===== src/rtl/ask_pkg.sv =====
// Shared definitions for the 4-ASK transmit chain: bit-rate constants, symbol
// grouping and the serializer state encoding.
package ask_pkg;

    localparam int BIT_CLK_DIV_2K  = 25000;
    localparam int BITS_PER_SYMBOL = 2;

    typedef enum logic {
        IDLE = 1'b0,
        SEND = 1'b1
    } state_t;

    // True when this bit index opens a new symbol pair.
    function automatic logic is_sym_first(input logic [2:0] bit_idx);
        return (bit_idx % 3'(BITS_PER_SYMBOL)) == 3'd0;
    endfunction

    function automatic logic first_bit(input logic [7:0] b, input logic msb_first);
        return msb_first ? b[7] : b[0];
    endfunction

endpackage


===== src/rtl/byte_fifo.sv =====
// Circular byte FIFO with registered occupancy count; full/empty derive from
// the count register only, so they never depend combinationally on pop.
module byte_fifo #(
    parameter int DEPTH = 4
) (
    input  logic                    clk,
    input  logic                    rst,
    input  logic                    push,
    input  logic                    pop,
    input  logic [7:0]              din,
    output logic [7:0]              dout,
    output logic [$clog2(DEPTH):0]  count,
    output logic                    full,
    output logic                    empty
);

    localparam int           AW     = $clog2(DEPTH);
    localparam logic [AW:0]  C_FULL = (AW+1)'(DEPTH);

    logic [7:0]    r_mem [DEPTH];
    logic [AW-1:0] r_wr_ptr;
    logic [AW-1:0] r_rd_ptr;
    logic [AW:0]   r_count;
    logic          w_push;
    logic          w_pop;

    assign full   = (r_count == C_FULL);
    assign empty  = (r_count == {(AW+1){1'b0}});
    assign w_push = push && !full;
    assign w_pop  = pop && !empty;
    assign dout   = r_mem[r_rd_ptr];
    assign count  = r_count;

    // Data storage; contents are don't-care until written.
    always_ff @(posedge clk) begin
        if (w_push) begin
            r_mem[r_wr_ptr] <= din;
        end
    end

    // Pointers and occupancy; simultaneous push and pop leave the count as is.
    always_ff @(posedge clk or negedge rst) begin
        if (!rst) begin
            r_wr_ptr <= {AW{1'b0}};
            r_rd_ptr <= {AW{1'b0}};
            r_count  <= {(AW+1){1'b0}};
        end else begin
            if (w_push) begin
                r_wr_ptr <= r_wr_ptr + AW'(1);
            end
            if (w_pop) begin
                r_rd_ptr <= r_rd_ptr + AW'(1);
            end
            case ({w_push, w_pop})
                2'b10:   r_count <= r_count + (AW+1)'(1);
                2'b01:   r_count <= r_count - (AW+1)'(1);
                default: r_count <= r_count;
            endcase
        end
    end

endmodule


===== src/rtl/message_serializer.sv =====
// Byte-to-bit serializer feeding the 4-ASK modulator: fixed bit grid from a
// free-running divider, back-to-back bytes, symbol-pair marking.
module message_serializer
    import ask_pkg::*;
#(
    parameter int   CLK_DIV    = BIT_CLK_DIV_2K,
    parameter int   FIFO_DEPTH = 4,
    parameter int   MSB_FIRST  = 1,
    parameter logic IDLE_BIT   = 1'b0
) (
    input  logic                         clk,
    input  logic                         rst,
    input  logic [7:0]                   data_in,
    input  logic                         data_valid,
    output logic                         data_ready,
    output logic                         message,
    output logic                         bit_strobe,
    output logic                         sym_start,
    output logic                         busy,
    output logic                         underrun,
    output logic [$clog2(FIFO_DEPTH):0]  fifo_count
);

    localparam int            DW         = $clog2(CLK_DIV);
    localparam logic [DW-1:0] C_DIV_LAST = DW'(CLK_DIV - 1);

    logic [DW-1:0] r_div_cnt;
    state_t        r_state;
    state_t        w_state_nxt;
    logic [7:0]    r_shift;
    logic [7:0]    w_shift_nxt;
    logic [2:0]    r_bit_idx;
    logic [2:0]    w_idx_nxt;
    logic          r_message;
    logic          w_msg_nxt;
    logic          r_bit_strobe;
    logic          w_strobe_nxt;
    logic          r_sym_start;
    logic          w_sym_nxt;
    logic          r_busy;
    logic          w_busy_nxt;
    logic          r_underrun;
    logic          w_underrun_nxt;
    logic          r_was_send;
    logic          w_was_send_nxt;
    logic          w_tick;
    logic          w_pop;
    logic          w_push;
    logic [7:0]    w_fifo_dout;
    logic          w_fifo_full;
    logic          w_fifo_empty;

    assign w_tick     = (r_div_cnt == C_DIV_LAST);
    assign w_push     = data_valid && !w_fifo_full;
    assign data_ready = !w_fifo_full;
    assign message    = r_message;
    assign bit_strobe = r_bit_strobe;
    assign sym_start  = r_sym_start;
    assign busy       = r_busy;
    assign underrun   = r_underrun;

    byte_fifo #(
        .DEPTH (FIFO_DEPTH)
    ) u_fifo (
        .clk   (clk),
        .rst   (rst),
        .push  (w_push),
        .pop   (w_pop),
        .din   (data_in),
        .dout  (w_fifo_dout),
        .count (fifo_count),
        .full  (w_fifo_full),
        .empty (w_fifo_empty)
    );

    // Free-running bit-period divider; never gated so the bit grid stays fixed.
    always_ff @(posedge clk or negedge rst) begin
        if (!rst) begin
            r_div_cnt <= {DW{1'b0}};
        end else if (w_tick) begin
            r_div_cnt <= {DW{1'b0}};
        end else begin
            r_div_cnt <= r_div_cnt + DW'(1);
        end
    end

    // Next-state and next-output logic; everything only moves on a tick.
    always_comb begin
        w_state_nxt    = r_state;
        w_shift_nxt    = r_shift;
        w_idx_nxt      = r_bit_idx;
        w_msg_nxt      = r_message;
        w_strobe_nxt   = 1'b0;
        w_pop          = 1'b0;
        w_underrun_nxt = r_underrun;
        w_was_send_nxt = r_was_send;
        if (w_tick) begin
            // Remembers the state at this tick so the next idle tick can flag underrun.
            w_was_send_nxt = (r_state == SEND);
            case (r_state)
                IDLE: begin
                    if (!w_fifo_empty) begin
                        w_pop        = 1'b1;
                        w_shift_nxt  = w_fifo_dout;
                        w_msg_nxt    = first_bit(w_fifo_dout, MSB_FIRST != 0);
                        w_idx_nxt    = 3'd0;
                        w_strobe_nxt = 1'b1;
                        w_state_nxt  = SEND;
                    end else begin
                        w_msg_nxt = IDLE_BIT;
                        if (r_was_send) begin
                            w_underrun_nxt = 1'b1;
                        end else begin
                            w_underrun_nxt = r_underrun;
                        end
                    end
                end
                SEND: begin
                    if (r_bit_idx != 3'd7) begin
                        w_shift_nxt  = (MSB_FIRST != 0) ? {r_shift[6:0], 1'b0} : {1'b0, r_shift[7:1]};
                        w_msg_nxt    = (MSB_FIRST != 0) ? r_shift[6] : r_shift[1];
                        w_idx_nxt    = r_bit_idx + 3'd1;
                        w_strobe_nxt = 1'b1;
                    end else if (!w_fifo_empty) begin
                        w_pop        = 1'b1;
                        w_shift_nxt  = w_fifo_dout;
                        w_msg_nxt    = first_bit(w_fifo_dout, MSB_FIRST != 0);
                        w_idx_nxt    = 3'd0;
                        w_strobe_nxt = 1'b1;
                    end else begin
                        w_msg_nxt   = IDLE_BIT;
                        w_state_nxt = IDLE;
                    end
                end
                default: begin
                    w_msg_nxt   = IDLE_BIT;
                    w_state_nxt = IDLE;
                end
            endcase
        end else begin
            w_strobe_nxt = 1'b0;
        end
        w_busy_nxt = (w_state_nxt == SEND);
        w_sym_nxt  = w_busy_nxt && is_sym_first(w_idx_nxt);
    end

    // State, datapath and registered outputs.
    always_ff @(posedge clk or negedge rst) begin
        if (!rst) begin
            r_state      <= IDLE;
            r_shift      <= 8'h00;
            r_bit_idx    <= 3'd0;
            r_message    <= IDLE_BIT;
            r_bit_strobe <= 1'b0;
            r_sym_start  <= 1'b0;
            r_busy       <= 1'b0;
            r_underrun   <= 1'b0;
            r_was_send   <= 1'b0;
        end else begin
            r_state      <= w_state_nxt;
            r_shift      <= w_shift_nxt;
            r_bit_idx    <= w_idx_nxt;
            r_message    <= w_msg_nxt;
            r_bit_strobe <= w_strobe_nxt;
            r_sym_start  <= w_sym_nxt;
            r_busy       <= w_busy_nxt;
            r_underrun   <= w_underrun_nxt;
            r_was_send   <= w_was_send_nxt;
        end
    end

endmodule


===== config.mk =====
export PLATFORM = sky130hd
export DESIGN_NAME = message_serializer
export DESIGN_NICKNAME = d
export VERILOG_FILES = /design/src/rtl/ask_pkg.sv /design/src/rtl/byte_fifo.sv /design/src/rtl/message_serializer.sv
export SDC_FILE = /design/constraint.sdc
export NUM_CORES = 1
export LEC_CHECK = 0
export ABC_AREA = 1
export BUFFER_PORTS_ARGS = -buffer_cell sky130_fd_sc_hd__buf_2
export CAP_MARGIN = 25
export CORE_MARGIN = 1
export CORE_UTILIZATION = 38
export CTS_BUF_LIST = sky130_fd_sc_hd__clkbuf_16
export DETAILED_ROUTE_END_ITERATION = 16
export SYNTH_ARGS = -nofsm -noshare
export SYNTH_HDL_FRONTEND = slang
export SYNTH_SLANG_ARGS = --single-unit

===== constraint.sdc =====
create_clock -name clk -period 2.2 [get_ports clk]
set_clock_uncertainty 0.1 [all_clocks]
set_input_delay 0.44 -clock clk [delete_from_list [all_inputs] [get_ports clk]]
set_output_delay 0.44 -clock clk [all_outputs]
set_load 0.005 [all_outputs]

==> results of run 1 <==
## cells by family after synthesis
kind of cell / count (synthesis)
XOR/XNOR: 9
AO/OA/AOI/OAI: 34
AND/OR/NAND/NOR: 169
adder cells (fa/ha/maj): 9
flip-flops: 70
buffers and inverters: 55
## layer usage
layer,part of all wire (%),track usage [%],vias to the layer above
li1,-,-,1217
met1,47,20.1,1124
met2,49,26.8,36
met3,3.2,4.85,8
met4,1.1,5.38,0
met5,0,0,-
## layout make-up
| cell class | count | area [sq um] | area share, % |
|---|---|---|---|
| flip-flops and latches | 70 | 1910 | 47.6 |
| well taps | 105 | 131 | 3.27 |
| multi-input cells | 221 | 1130 | 28.2 |
| clock buffers | 9 | 225 | 5.61 |
| repair buffers | 55 | 365 | 9.10 |
| inverters | 49 | 184 | 4.58 |
| clock inverters | 7 | 66.3 | 1.65 |
## Yosys cell counts
cell / n / area [sq um]
a21oi_1: 20 / 100
a22oi_1: 2 / 15.0
and2_4: 1 / 8.76
buf_2: 4 / 20.0
buf_6: 2 / 22.5
clkinv_1: 1 / 3.75
dfrtp_1: 38 / 951
edfxtp_1: 32 / 961
fa_1: 1 / 20.0
ha_1: 8 / 100
inv_1: 45 / 169
inv_2: 3 / 11.3
nand2_1: 86 / 323
nand2_2: 3 / 18.8
nand3_1: 17 / 85.1
nand4_1: 4 / 25.0
nor2_1: 44 / 165
nor2_2: 6 / 37.5
nor3_1: 8 / 40.0
o211ai_1: 1 / 7.51
o211ai_2: 1 / 12.5
o21ai_0: 8 / 40.0
o21ai_1: 1 / 5.00
o21ai_2: 1 / 8.76
xnor2_1: 1 / 8.76
xor2_1: 8 / 70.1
## state kept, by name, summed over array words and instances, names as in the netlist, 2 cells and up
signal and flops:
u_fifo.r_mem 32, u_fifo.r_wr_ptr 2, u_fifo.count 3, r_div_cnt 15, r_shift 7, u_fifo.r_rd_ptr 2, r_bit_idx 3
## cells in the final DEF, fill, tap and decap left out, types with 3 or more instances in the layout
master | Yosys | routed
a21oi_1 | 20 | 19
buf_2 | 4 | 19
buf_4 | 0 | 36
clkbuf_16 | 0 | 9
dfrtp_1 | 38 | 38
edfxtp_1 | 32 | 32
ha_1 | 8 | 6
inv_1 | 45 | 46
inv_2 | 3 | 4
nand2_1 | 86 | 86
nand2_2 | 3 | 3
nand3_1 | 17 | 16
nand4_1 | 4 | 4
nor2_1 | 44 | 41
nor2_2 | 6 | 8
nor3_1 | 8 | 7
o21ai_0 | 8 | 6
o21ai_1 | 1 | 3
xor2_1 | 8 | 8
## worst min-delay path by stage
stage                    end  slack [ns]    startpoint  depth (start not counted)
6_report        r_div_cnt[6]        0.07           rst                          2
5_1_grt        r_div_cnt[13]        0.12           rst                          2
4_1_cts        r_div_cnt[12]        0.08           rst                          2
3_5_place_dp    r_bit_idx[1]        0.37  r_bit_idx[1]                          2
3_3_place_gp        underrun        0.34      underrun                          2
2_1_floorplan     bit_strobe        0.04           rst                          0
## what timing repair did
item / 4_1_cts / 5_1_grt
setup endpoints to repair: 2 / 2
resized for setup: 6 / 7
pin swaps: 3 / 7
setup buffers: 3 / 2
## report_power, final
part,total [mW],internal [mW],switching (mW)
registers,1.37,1.37,0
logic,0.0289,0.00755,0.0214
clock network,1.41,0.870,0.537
total,2.81,2.25,0.558
## per-stage QoR
stage	utilization [%]	worst slack, ns	std cells
after floorplan	-	0.00262	346
after global placement	44.4	-0.0352	495
after detailed placement	44.4	-0.112	495
after CTS	48.5	0.0110	514
after global routing	48.9	-0.0997	516
final	48.9	0.0377	516
## worst max-delay path: cells and delay by family, from the launching register on
kind                     cells  cell delay (ns)
adder cells (fa/ha/maj)      3             0.72
flip-flops                   1             0.37
AND/OR/NAND/NOR              3             0.37
AO/OA/AOI/OAI                2             0.20
XOR/XNOR                     1             0.16
buffers and inverters        2             0.13
==> impl_metrics.json, run 1 <==
{
  "fin_crit_sh_pct": 98.3,
  "finalSetupTns_ns": 0,
  "synth_xor_area_share_pct": 2.44,
  "vdd.ir_drop.worst_mv": 0.443,
  "cts_buffers": 9,
  "endpoint": "u_fifo.count[2]",
  "cts_max_path_buffers": 2,
  "end_kind": "flip-flop",
  "core_area_sq_um": 8220,
  "clkLatencyLatePin_ns": 0.33,
  "die_height_microns": 94.2,
  "crit_start": "r_div_cnt[0]",
  "yosysUniqueCellTypes": 26,
  "drv_cap": 0,
  "dieArea_sq_um": 8870,
  "tightestPinTransition_ns": 0.503,
  "startpoint_type": "flip-flop",
  "cts_sinks": 70,
  "synth_compound_area_share_pct": 5.85,
  "diodes": 0,
  "finalCriticalPeriod_ns": 2.16,
  "grtUsageTotal_pct": 16.2,
  "nets": 426,
  "vias": 2385,
  "cts_max_level": 3,
  "r2r_start": "r_div_cnt[0]",
  "worstHoldPathType": "in2async",
  "dr.pass1.iters": 4,
  "reg2reg_depth": 11,
  "drive_gt1_share_pct": 22.9,
  "report.final.hold_viol_count": 0,
  "syn_inst": 346,
  "synth-simple-area-share_pct": 21.8,
  "synth.area.mux_share_pct": 0,
  "p_total_mw": 2.81,
  "drc": 0,
  "cp_cell_sequence": "ha_2 > nand2_2 > nor3_4 > nand4_1 > inv_1 > ha_2 > inv_2 > fa_2 > a21oi_2 > o21ai_1 > xor2_1",
  "synth_top_family_by_area": "simple AND/OR/NAND/NOR gates",
  "syn2layout_area_growth_pct": 24.3,
  "syn-num-nets": 366,
  "rsz0062_at_grt": "true",
  "synthAdderAreaFrac_pct": 3.72,
  "power.leakage_nw": 1.93,
  "grt_max_degree": 39,
  "fmax_ghz": 0.462,
  "r2r-end": "u_fifo.count[2]",
  "routed_wirelength_microns": 6470,
  "setup_viol": 0,
  "critPathKind": "reg2reg",
  "gp_congestion": 0.834,
  "whs_ns": 0.0697,
  "p_per_area_nw_per_um2": 699,
  "cpMaxStageDelayCell": "dfrtp_1",
  "status": "finished clean",
  "r2r_slack_ns": 0.04,
  "cp_max_fo": 2,
  "io_buffers": 19,
  "grt_overflow_total": 0,
  "antenna_left": 0,
  "viasPerCell": 4.62,
  "cp.required_ns": 2.31,
  "critPathMostFrequentCell": "ha_2",
  "antenna_found_initial": 0,
  "drt_iter0_drc": 71,
  "dieWidth_microns": 94.2,
  "clkSlewWorstSetupHoldPaths_ns": 0.06,
  "slew_headroom_pct": 66.5,
  "ys_seq_elements": 70,
  "synth_area_sq_um": 3230,
  "hold_buffers": 0,
  "cts_tree": "yes",
  "arrival_ns": 2.27,
  "cts_root_buffer": "clkbuf_16",
  "synth_area_per_cell_sq_um": 9.33,
  "place_area_sq_um": 3650,
  "grt_pass1_wl_microns": 10700,
  "critPathMaxStageDelay_ns": 0.37,
  "dp_hpwl_microns": 4410,
  "final_area_sq_um": 4020,
  "num-fill-cells": 789,
  "wl_per_cell_microns": 12.5,
  "row_count": 33,
  "start_util_pct": 39.3,
  "grt_pass1_vias": 2276,
  "ys_warn_count": 0,
  "pin_count": 20,
  "seq_area_frac_synth_pct": 59.2,
  "drv_slew": 0
}
(Power assumes the default switching activity.)
==> run 2, diff against run 1 <==
Settings changed: CORE_MARGIN 1 to 2.
==> run 2 against run 1 <==
Net effect:
- non-clock buffer count decreased by 5
- sequential power about the same
- combinational power decreased by 1%
- global-route usage decreased by 1.0 points
- critical endpoint unchanged
==> impl_metrics.json, run 2 (synthesis gave the netlist of run 1 again) <==
{
  "p_per_area_nw_per_um2": 711,
  "largest_register_ffs": 32,
  "cts_root_buffer": "clkbuf_16",
  "layout_commonest_cell": "nand2_1",
  "grtUsageMet1_pct": 19.1,
  "cp_max_fo": 3,
  "mostFrequentLayoutCells": "85 x nand2_1, 44 x inv_1, 41 x nor2_1, 38 x dfrtp_1, 32 x edfxtp_1",
  "row_count": 33,
  "use_met3_pct": 4.70,
  "startpoint_type": "flip-flop",
  "nets": 421,
  "drt_iter0_drc": 116,
  "cts_sinks": 70,
  "r2r_start": "r_div_cnt[4]",
  "grt_pass1_wl_microns": 10600,
  "dieWidth_microns": 96.2,
  "antenna_left": 0,
  "critPathKind": "reg2reg",
  "die_height_microns": 96.2,
  "slew_headroom_pct": 66.7,
  "top_regs": "u_fifo.r_mem x32, r_div_cnt x15, r_shift x7",
  "cpMaxStageDelayCell": "dfrtp_1",
  "fin_crit_sh_pct": 96.0,
  "cts_tree": "yes",
  "r2r_slack_ns": 0.09,
  "grt_max_degree": 39,
  "drc": 0,
  "syn2layout_area_growth_pct": 23.1,
  "drv_slew": 0,
  "start_util_pct": 39.3,
  "instances_no_fill": 511,
  "r2r-end": "u_fifo.count[2]",
  "cts_buffers": 9,
  "status": "finished clean",
  "grt_use_met2_pct": 25.4,
  "cts_max_level": 3,
  "worstHoldPathType": "in2async",
  "diodes": 0,
  "post-route-util_pct": 48.4,
  "pin_count": 20,
  "place_inst": 494,
  "rsz0062_at_grt": "true",
  "clkSlewWorstSetupHoldPaths_ns": 0.06,
  "drive_gt1_share_pct": 22.2,
  "grt_overflow_total": 0,
  "grtUsageTotal_pct": 15.2,
  "io_buffers": 19,
  "final_area_sq_um": 3970,
  "gp_congestion": 0.778,
  "critPathMostFrequentCell": "inv_1",
  "setup_ws_ns": 0.0872,
  "top_register": "u_fifo.r_mem",
  "viasPerCell": 4.59,
  "core_area_sq_um": 8220,
  "setup_viol": 0,
  "path_delay_family": "adder cells",
  "p_total_mw": 2.82,
  "cts_max_path_buffers": 2,
  "cp.buffers_inverters": 3,
  "dieArea_sq_um": 9250,
  "arrival_ns": 2.22,
  "place_area_sq_um": 3640,
  "finalSetupTns_ns": 0,
  "drv_cap": 0,
  "post-place-ws_ns": -0.124,
  "hold_buffers": 0,
  "end_kind": "flip-flop",
  "tightestPinTransition_ns": 0.499,
  "wl_per_cell_microns": 12.1,
  "reg2reg_depth": 11,
  "dp_hpwl_microns": 4330,
  "clkLatencyLatePin_ns": 0.33,
  "fmax_ghz": 0.473,
  "critPathMaxStageDelay_ns": 0.38,
  "whs_ns": 0.0566,
  "power.leakage_nw": 1.89,
  "report.final.hold_viol_count": 0,
  "grt_pass1_vias": 2235,
  "antenna_found_initial": 0,
  "routed_wirelength_microns": 6180,
  "vdd.ir_drop.worst_mv": 0.525,
  "cp.required_ns": 2.31,
  "dr.pass1.iters": 4,
  "finalCriticalPeriod_ns": 2.11,
  "busiest_layer": "met2",
  "vias": 2343,
  "cp_cell_sequence": "inv_1 > nand2_2 > nor3_4 > nand4_1 > inv_1 > ha_1 > inv_2 > fa_2 > a21oi_2 > o21ai_1 > xor2_1"
}
run 2: cell count changes in the layout (fill, tap and decap cells not counted), sizes merged:
cell and delta:
inv -1, clkinv +1, buf -5
run 2: worst max path at each step:
| stage | from | end | slack, ns | cells past startpoint |
|---|---|---|---|---|
| 6_report | r_div_cnt[4] | u_fifo.count[2] | 0.09 | 11 |
| 5_1_grt | r_div_cnt[1] | u_fifo.count[2] | -0.05 | 11 |
| 4_1_cts | r_div_cnt[1] | u_fifo.count[2] | -0.002 | 11 |
| 3_5_place_dp | r_div_cnt[0] | u_fifo.count[2] | -0.12 | 11 |
| 3_3_place_gp | r_div_cnt[0] | u_fifo.count[2] | -0.06 | 11 |
| 2_1_floorplan | r_div_cnt[0] | u_fifo.count[2] | 0.003 | 11 |
run 2: final cells by class:
class / instances / area [sq um]
clock inverter: 7 / 72.6
inverter: 49 / 184
timing repair buffer: 50 / 328
multi-input combinational: 221 / 1120
fill: 780 / 4240
sequential: 70 / 1910
clock buffer: 9 / 225
tap: 105 / 131
run 2: worst reg2reg max path, stage by stage, from the launching register on:
cell,delay [ns]
dfrtp_1,0.38
inv_1,0.08
nand2_2,0.07
nor3_4,0.23
nand4_1,0.16
inv_1,0.08
ha_1,0.15
inv_2,0.05
fa_2,0.35
a21oi_2,0.12
o21ai_1,0.08
xor2_1,0.14
run 2: report_power, final:
group / switching (mW) / internal [mW] / leakage [nW]
registers: 0 / 1.37 / 0.788
logic: 0.0209 / 0.00755 / 0.962
clock network: 0.547 / 0.880 / 0.142
total: 0.568 / 2.26 / 1.89
run 2: what timing repair did:
action / 4_1_cts / 5_1_grt
pin swaps: 4 / 3
endpoints found under the setup margin: 2 / 2
setup buffers: 1 / 0
gates resized for setup: 6 / 5
gates cloned: 0 / 0
run 2: metal layers:
layer | wire length (microns) | part of all wire, %
met5 | 0 | 0
met4 | 70 | 1.1
met3 | 278 | 4.5
met2 | 2950 | 48
met1 | 2880 | 47
==> run 3, diff against run 2 <==
Settings changed: ABC_CLOCK_PERIOD_IN_PS set to 2200, GPL_ROUTABILITY_DRIVEN set to 0, PLACE_DENSITY_LB_ADDON set to 0.25.
==> run 3 against run 2 <==
Net effect:
- the flow now finishes with violations (setup timing)
- worst hold slack improved by 0.16 ns
- count of clock-buffer cells in the layout unchanged
- maximum frequency decreased by 4.6%
- power increased by 9.0%
- highest routed layer unchanged
- cell area increased by 2.3%
- non-clock buffer count increased by 4
- clock power increased by 17%
- largest power group unchanged
- die area unchanged
- cell count increased by 0.78%
- first-iteration DRC count increased by 6.0%
- sequential power about the same
- critical path depth unchanged
==> impl_metrics.json, run 3 (synthesis gave the netlist of run 1 again) <==
{
  "cts_max_path_buffers": 2,
  "drt_iter0_drc": 123,
  "setup_viol": 1,
  "clkLatencyLatePin_ns": 0.33,
  "nets": 425,
  "clkPwrFrac_pct": 54.4,
  "end_kind": "flip-flop",
  "drv_cap": 0,
  "cts_tree": "yes",
  "drive_gt1_share_pct": 22.4,
  "largest_register_ffs": 32,
  "p_sw_share_pct": 19.0,
  "vias": 2391,
  "critPathKind": "reg2reg",
  "r2r-end": "u_fifo.count[2]",
  "antenna_found_initial": 0,
  "io_buffers": 19,
  "grtUsageTotal_pct": 15.9,
  "syn2layout_area_growth_pct": 25.9,
  "finalCriticalPeriod_ns": 2.22,
  "vdd.ir_drop.worst_mv": 0.476,
  "min_to": "u_fifo.r_mem[1][5]",
  "r2r_start": "r_div_cnt[1]",
  "worstHoldPathType": "in2reg",
  "dieArea_sq_um": 9250,
  "dp_hpwl_microns": 4500,
  "startpoint_type": "flip-flop",
  "cts_max_level": 3,
  "grt_max_degree": 21,
  "fin_crit_sh_pct": 101,
  "tightestPinTransition_ns": 0.487,
  "layout_commonest_cell": "nand2_1",
  "fmax_ghz": 0.451,
  "seqPwrFrac_pct": 44.5,
  "drv_slew": 0,
  "grt_overflow_total": 0,
  "antenna_left": 0,
  "cp.required_ns": 2.31,
  "slew_headroom_pct": 67.5,
  "critPathMaxStageDelay_ns": 0.36,
  "post-route-util_pct": 49.5,
  "top_regs": "u_fifo.r_mem x32, r_div_cnt x15, r_shift x7",
  "cts_buffers": 9,
  "final_area_sq_um": 4070,
  "cts_sinks": 70,
  "wl_per_cell_microns": 12.5,
  "p_per_area_nw_per_um2": 757,
  "grt_pass1_wl_microns": 10900,
  "r2r_slack_ns": -0.02,
  "routed_wirelength_microns": 6430,
  "start_util_pct": 39.3,
  "power.leakage_nw": 1.95,
  "die_height_microns": 96.2,
  "arrival_ns": 2.32,
  "pin_count": 20,
  "hold_path_startpoint": "data_in[5]",
  "cp_max_fo": 2,
  "switchingPower_mw": 0.586,
  "dieWidth_microns": 96.2,
  "mostFrequentLayoutCells": "86 x nand2_1, 44 x inv_1, 42 x nor2_1, 38 x dfrtp_1, 33 x buf_4",
  "setup_ws_ns": -0.0157,
  "crit_start": "r_div_cnt[1]",
  "grt_pass1_vias": 2307,
  "drc": 0,
  "viasPerCell": 4.64,
  "core_area_sq_um": 8220,
  "status": "finished with violations",
  "report.final.hold_viol_count": 0,
  "rsz0062_at_grt": "true",
  "cts_root_buffer": "clkbuf_16",
  "reg2reg_depth": 11,
  "dr.pass1.iters": 4,
  "place_area_sq_um": 3670,
  "row_count": 33,
  "cp_cell_sequence": "ha_2 > nand2_2 > nor3_4 > nand4_1 > inv_1 > ha_1 > inv_2 > fa_2 > a21oi_2 > o21ai_1 > xor2_1",
  "power_frac_comb_pct": 1.1,
  "top_register": "u_fifo.r_mem",
  "cpMaxStageDelayCell": "dfrtp_1",
  "holdPathStages": 1,
  "p_int_mw": 2.49,
  "failed_checks": "setup timing",
  "clkSlewWorstSetupHoldPaths_ns": 0.06,
  "diodes": 0
}
## run 3: critical path, delay by kind of cell (launching register included)
kind,cells,cell delay (ns)
adder cells (fa/ha/maj),3,0.70
AND/OR/NAND/NOR,3,0.40
flip-flops,1,0.36
AO/OA/AOI/OAI,2,0.24
XOR/XNOR,1,0.15
buffers and inverters,2,0.14
## run 3: cell type report
class / instances / area [sq um]
clock buffers: 9 / 225
clock inverters: 7 / 121
fillers: 776 / 4150
inverters: 49 / 184
multi-input cells: 221 / 1120
flip-flops and latches: 70 / 1910
well taps: 105 / 131
repair buffers: 54 / 373
## run 3: power by group through the flow
stage	clock [mW]	sequential, mW	combinational, mW
6_report	1.68	1.37	0.0331
5_1_grt	1.77	1.37	0.0385
4_1_cts	1.70	1.37	0.0349
3_5_place_dp	0	1.39	0.0338
3_3_place_gp	0	1.39	0.0327
2_1_floorplan	0	1.40	0.000000726
## run 3: repair_timing
item / 4_1_cts / 5_1_grt
hold endpoints to repair: 18 / 0
pin swaps: 3 / 2
gates resized for setup: 4 / 6
cloned: 0 / 0
setup buffers: 1 / 1
endpoints found under the setup margin: 2 / 2
hold buffers: 1 / 0
## run 3: worst max-delay path by stage
stage,depth (start not counted),slack (ns),end
4_1_cts,10,-0.01,u_fifo.count[1]
5_1_grt,11,-0.14,u_fifo.count[2]
3_3_place_gp,11,-0.04,u_fifo.count[2]
2_1_floorplan,11,0.003,u_fifo.count[2]
6_report,11,-0.02,u_fifo.count[2]
3_5_place_dp,11,-0.11,u_fifo.count[2]
## run 3: through the flow
step	hold slack (ns)	power, mW	setup slack (ns)	TNS (ns)	std cells
final	0.220	3.08	-0.0157	-0.0157	515
after global routing	0.217	3.18	-0.142	-0.149	515
after CTS	0.215	3.10	-0.0108	-0.0108	514
after detailed placement	0.343	1.43	-0.112	-0.119	496
after global placement	0.337	1.43	-0.0380	-0.0380	496
after floorplan	0.0444	1.40	0.00262	0	346
## run 3: routing by layer
layer | vias to the layer above | part of all wire, % | track usage, %
li1 | 1223 | - | -
met1 | 1128 | 48 | 20.7
met2 | 30 | 47 | 24.8
met3 | 10 | 3.0 | 4.07
met4 | 0 | 2.3 | 7.02
met5 | - | 0 | 0
